===== src/rtl/gpio_pkg.sv =====
// Shared constants for the GPIO APB master: FSM state encodings and register-bank addresses.
package gpio_pkg;

    localparam logic [1:0] ST_IDLE   = 2'd0;
    localparam logic [1:0] ST_SETUP  = 2'd1;
    localparam logic [1:0] ST_ACCESS = 2'd2;

    localparam logic [2:0] ADDR_OE = 3'd0;
    localparam logic [2:0] ADDR_PU = 3'd1;
    localparam logic [2:0] ADDR_PD = 3'd2;
    localparam logic [2:0] ADDR_A  = 3'd3;
    localparam logic [2:0] ADDR_Y  = 3'd4;

endpackage


===== src/rtl/rr_arb2.sv =====
// Two-way round-robin arbiter; 'last' remembers the most recently granted port and
// doubles as the owner of the transfer in flight.
module rr_arb2 (
    input  logic       pclk,
    input  logic       presetn,
    input  logic [1:0] req,
    input  logic       advance,
    output logic [1:0] grant,
    output logic       last
);

    // On a tie the port that was not served last wins.
    always_comb begin
        grant = 2'b00;
        case (req)
            2'b01:   grant = 2'b01;
            2'b10:   grant = 2'b10;
            2'b11:   grant = last ? 2'b01 : 2'b10;
            default: grant = 2'b00;
        endcase
    end

    always_ff @(posedge pclk or negedge presetn) begin
        if (!presetn)
            last <= 1'b1;
        else if (advance && (|req))
            last <= grant[1];
    end

endmodule


===== src/rtl/gpio_apb_arbiter.sv =====
// Two-requester APB master sharing the GPIO register bank: round-robin grant, SETUP/ACCESS
// sequencing, wait-state timeout abort and per-port done/err/rdata return.
module gpio_apb_arbiter
    import gpio_pkg::*;
#(
    parameter int DATA_WIDTH  = 8,
    parameter int ADDR_WIDTH  = 3,
    parameter int TIMEOUT_CYC = 15
) (
    input  logic                  pclk,
    input  logic                  presetn,
    input  logic                  r0_req,
    input  logic                  r0_write,
    input  logic [ADDR_WIDTH-1:0] r0_addr,
    input  logic [DATA_WIDTH-1:0] r0_wdata,
    output logic                  r0_done,
    output logic                  r0_err,
    output logic [DATA_WIDTH-1:0] r0_rdata,
    input  logic                  r1_req,
    input  logic                  r1_write,
    input  logic [ADDR_WIDTH-1:0] r1_addr,
    input  logic [DATA_WIDTH-1:0] r1_wdata,
    output logic                  r1_done,
    output logic                  r1_err,
    output logic [DATA_WIDTH-1:0] r1_rdata,
    output logic                  m_psel,
    output logic                  m_penable,
    output logic                  m_pwrite,
    output logic [ADDR_WIDTH-1:0] m_paddr,
    output logic [DATA_WIDTH-1:0] m_pwdata,
    input  logic [DATA_WIDTH-1:0] m_prdata,
    input  logic                  m_pready,
    output logic                  busy
);

    localparam int CNT_W = (TIMEOUT_CYC > 0) ? $clog2(TIMEOUT_CYC + 1) : 1;
    localparam logic [CNT_W-1:0] TMO_LAST = CNT_W'((TIMEOUT_CYC > 0) ? TIMEOUT_CYC - 1 : 0);

    logic [1:0]       state;
    logic [1:0]       req;
    logic [1:0]       grant;
    logic             owner;
    logic             advance;
    logic [CNT_W-1:0] tmo_cnt;
    logic             tmo_hit;

    assign req     = {r1_req, r0_req};
    assign advance = (state == ST_IDLE) && (|req);
    assign tmo_hit = (TIMEOUT_CYC != 0) && (tmo_cnt == TMO_LAST);

    rr_arb2 u_arb (
        .pclk    (pclk),
        .presetn (presetn),
        .req     (req),
        .advance (advance),
        .grant   (grant),
        .last    (owner)
    );

    // Owner is the arbiter's last-granted port, stable from SETUP until the return to IDLE.
    // A ready slave in the final allowed ACCESS cycle still completes normally.
    always_ff @(posedge pclk or negedge presetn) begin
        if (!presetn) begin
            state     <= ST_IDLE;
            m_psel    <= 1'b0;
            m_penable <= 1'b0;
            m_pwrite  <= 1'b0;
            m_paddr   <= '0;
            m_pwdata  <= '0;
            busy      <= 1'b0;
            tmo_cnt   <= '0;
            r0_done   <= 1'b0;
            r0_err    <= 1'b0;
            r0_rdata  <= '0;
            r1_done   <= 1'b0;
            r1_err    <= 1'b0;
            r1_rdata  <= '0;
        end else begin
            r0_done <= 1'b0;
            r0_err  <= 1'b0;
            r1_done <= 1'b0;
            r1_err  <= 1'b0;
            case (state)
                ST_IDLE: begin
                    if (advance) begin
                        state   <= ST_SETUP;
                        m_psel  <= 1'b1;
                        busy    <= 1'b1;
                        tmo_cnt <= '0;
                        if (grant[1]) begin
                            m_pwrite <= r1_write;
                            m_paddr  <= r1_addr;
                            m_pwdata <= r1_wdata;
                        end else if (grant[0]) begin
                            m_pwrite <= r0_write;
                            m_paddr  <= r0_addr;
                            m_pwdata <= r0_wdata;
                        end
                    end
                end
                ST_SETUP: begin
                    state     <= ST_ACCESS;
                    m_penable <= 1'b1;
                end
                ST_ACCESS: begin
                    if (m_pready || tmo_hit) begin
                        state     <= ST_IDLE;
                        m_psel    <= 1'b0;
                        m_penable <= 1'b0;
                        busy      <= 1'b0;
                        if (owner) begin
                            r1_done <= 1'b1;
                            r1_err  <= !m_pready;
                            if (!m_pready)
                                r1_rdata <= '0;
                            else if (!m_pwrite)
                                r1_rdata <= m_prdata;
                        end else begin
                            r0_done <= 1'b1;
                            r0_err  <= !m_pready;
                            if (!m_pready)
                                r0_rdata <= '0;
                            else if (!m_pwrite)
                                r0_rdata <= m_prdata;
                        end
                    end else begin
                        tmo_cnt <= tmo_cnt + CNT_W'(1);
                    end
                end
                default: state <= ST_IDLE;
            endcase
        end
    end

endmodule

===== config.mk =====
export PLATFORM = sky130hd
export DESIGN_NAME = gpio_apb_arbiter
export DESIGN_NICKNAME = d
export VERILOG_FILES = /design/src/rtl/gpio_pkg.sv /design/src/rtl/rr_arb2.sv /design/src/rtl/gpio_apb_arbiter.sv
export SDC_FILE = /design/constraint.sdc
export NUM_CORES = 1
export LEC_CHECK = 0
export CORE_ASPECT_RATIO = 0.9
export CORE_MARGIN = 2
export CORE_UTILIZATION = 35
export DETAILED_ROUTE_END_ITERATION = 6
export PLACE_DENSITY = 0.74
export SETUP_SLACK_MARGIN = 0.05
export SLEW_MARGIN = 0
export SYNTH_ARGS = -nofsm -noshare
export SYNTH_HDL_FRONTEND = slang
export SYNTH_SLANG_ARGS = --single-unit

===== constraint.sdc =====
create_clock -name pclk -period 2.4 [get_ports pclk]
set_clock_uncertainty 0.2 [all_clocks]
set_input_delay 0.24 -clock pclk [delete_from_list [all_inputs] [get_ports pclk]]
set_output_delay 0.24 -clock pclk [all_outputs]
set_load 0.03 [all_outputs]

==> run_results.csv <==
group,metric,value,unit
die,core,0.00532,sq mm
drt,drt-pass1-iter-count,4,
drt,first_iter_violations,158,
die,die_y,74.8,um
grt,first_global_vias,1469,
synth,yosysUniqueCellTypes,40,
clock_network,cts_buffer_depth,2,
die,io_pins,72,
timing,hold_viol,0,
place,placed_cell_area,0.00269,sq mm
worst_hold_path,whs_path_depth,1,
timing,fin_setup_tns,0,ns
clock_network,cts_setup_buffers,0,
die,die_area,0.00619,sq mm
drt,drt-met1-wl,1.78,mm
final_layout,final_layout_size_suffix_gt1_share,19.3,%
final_layout,syn2layout_area_growth,44.2,%
setup_path,crit_type,"register to register",
setup_path,arrival,1.93,ns
final_layout,insertedDiodeCount,0,
clock_network,numClockSinks,41,
setup_path,cp_max_fo,8,
final_layout,layout.nets,256,
timing,slew_headroom,41.6,%
setup_path,cp-end-kind,"register",
drt,highest_layer,"met4",
synth,synth_area,0.00195,sq mm
pwr,p_leak,1.18,nW
job,drv_cap,0,
final_layout,layout_commonest_cell,"clkdlybuf4s50_1",
clock_network,clock_latency,0.29,ns
synth,avgSynthCellArea,13.5,sq um
pwr,p_per_area,1310,mW/mm^2
drt,wl_per_cell,14.6,um
clock_network,root_buffer,"clkbuf_8",
timing,rsz0062_at_grt,"false",
setup_path,critPathRequiredTime,2.38,ns
grt,antenna_found_initial,0,
drt,wl_met2,1.98,mm
timing,finalCritPeriodShare,81.3,%
timing,tightestPinTransition,0.876,ns
setup_path,crit_path_start_kind,"register",
clock_network,cts_tree,"done",
synth,ys_seq_area_share,52.6,%
place,place_congestion,0.810,
clock_network,htreeDepth,2,
timing,slew_violations,0,
drt,viasPerCell,5.02,
synth,syn_inst,145,
setup_path,ff2ff_path_depth,5,
clock_network,post_cts_resized,0,
drt,wl,4.15,mm
setup_path,crit_path_top_delay_cell,"dfrtp_1",
drt,via_count,1432,
pwr,peakVddDrop,640,uV
grt,grt_max_degree,42,
setup_path,crit_chain,"inv_1 > ha_1 > a31o_2 > nand4b_1 > a32o_1",
die,start_util,36.7,%
timing,timing.final.crit_period,1.95,ns
clock_network,numCtsBuffers,5,
final_layout,final_cell_area,0.00281,sq mm
drt,met3_length,367,um
die,fp-row-count,25,
final_layout,nFillCells,514,
final_layout,final_cell_mix,"clkdlybuf4s50_1 (70), dfrtp_1 (40), mux2_4 (14)",
final_layout,final_cells,285,
synth,syn_nets,184,
drt,antenna_left,0,
setup_path,slowest_delay,0.42,ns
synth,yosysWarningCount,0,
clock_network,clk_pin_slew,0.08,ns
place,placed_cells,276,
drt,drc_errors,0,
status,status,"finished, final reports clean",
synth,synth-seq-cells,41,
place,io_buffer_count,71,
die,dieWidth,82.7,um
timing,fmax,0.512,GHz
timing,setup_viol,0,
place,hpwl,3.04,mm
worst_hold_path,min_path_type,"register to register",
grt,grt_first_pass_wirelength,6.84,mm
pwr,power,3.68,mW
grt,grt_usage,14.6,%
grt,globalRouteOverflowTotal,0,
## synth_stat cells, drive strengths merged
cell type	number	area [sq um]
nand4b	2	17.5
ha	2	25.0
nand3	4	20.0
nand2b	1	6.26
nor3	3	26.3
and3	1	6.26
clkinv	1	3.75
a21oi	2	10.0
and2	1	6.26
a31o	1	8.76
clkbuf	1	3.75
mux2i	2	20.0
dfstp	1	26.3
a31oi	1	6.26
nand3b	1	7.51
nand4	1	12.5
o211ai	1	7.51
nor2b	2	20.0
nand2	10	37.5
dfrtp	40	1000
nor3b	1	7.51
a2111oi	1	8.76
a21bo	1	10.0
o2bb2ai	8	70.1
mux2	23	312
nor2	5	18.8
inv	2	7.51
and3b	1	8.76
o311ai	1	8.76
a21o	1	7.51
buf	9	96.3
a32o	8	80.1
a21boi	1	18.8
o21ai	5	25.0
## critical path, delay by kind of cell, from the launching register on
kind | cells | cell delay, ns
compound gates | 2 | 0.59
fa+ha+maj | 1 | 0.21
buf+inv | 1 | 0.08
flops | 1 | 0.42
simple gates | 1 | 0.34
## where the power goes
| part | switching (mW) | total, mW | internal, mW | leakage [nW] |
|---|---|---|---|---|
| logic | 0.964 | 1.89 | 0.923 | 0.616 |
| clock network | 0.243 | 0.554 | 0.311 | 0.0543 |
| registers | 0.241 | 1.23 | 0.993 | 0.512 |
## layer usage
metal	GRT usage (%)	vias up
met3	4.44	5
li1	-	680
met5	0	-
met2	24.1	65
met4	3.83	0
met1	18.7	682
## layout make-up
cell class / count / area (sq um) / share of cell area (%)
multi-input cells: 91 / 813 / 28.9
flip-flops and latches: 41 / 1030 / 36.5
clock buffers: 5 / 68.8 / 2.45
inverters: 3 / 11.3 / 0.400
well taps: 67 / 83.8 / 2.98
clock inverters: 3 / 46.3 / 1.65
repair buffers: 75 / 763 / 27.1
## registers in the layout, indices dropped and copies added, names as in the netlist
name        cells
r0_rdata        8
tmo_cnt         4
r1_done         1
m_pwrite        1
state           2
m_pwdata        8
r1_err          1
r0_done         1
r1_rdata        8
m_paddr         3
busy            1
m_penable       1
r0_err          1
u_arb.last      1
## cells by family after synthesis
| group | count (synthesis) | synth area share (%) |
|---|---|---|
| flip-flops | 41 | 52.6 |
| multiplexers | 25 | 17.0 |
| AO/OA/AOI/OAI | 31 | 13.4 |
| buffers and inverters | 13 | 5.70 |
| adder cells (fa/ha/maj) | 2 | 1.28 |
| AND/OR/NAND/NOR | 33 | 10.0 |
## path summary, 6_finish.rpt
path                        startpoint           to  slack (ns)
max                         tmo_cnt[0]  r0_rdata[2]        0.45
min                        r0_rdata[3]  r0_rdata[3]        0.30
max reg2reg                 tmo_cnt[0]  r0_rdata[2]        0.45
min reg2reg                r0_rdata[3]  r0_rdata[3]        0.30
max in group asynchronous      presetn  r1_rdata[1]        1.05
min in group asynchronous      presetn  m_pwdata[0]        0.40
## repair_timing
item / in CTS / in global routing
hold buffers: 1 / 0
endpoints found under the setup margin: 0 / 0
hold endpoints to repair: 40 / 0
## per-stage QoR
| stage | util [%] | hold slack (ns) | worst slack, ns |
|---|---|---|---|
| after floorplan | - | -0.256 | 0.702 |
| after global placement | 50.6 | 0.217 | 0.383 |
| after detailed placement | 50.6 | 0.215 | 0.353 |
| after CTS | 52.9 | 0.300 | 0.443 |
| after global routing | 52.9 | 0.323 | 0.333 |
| final | 52.9 | 0.295 | 0.449 |
(Power assumes the default switching activity.)
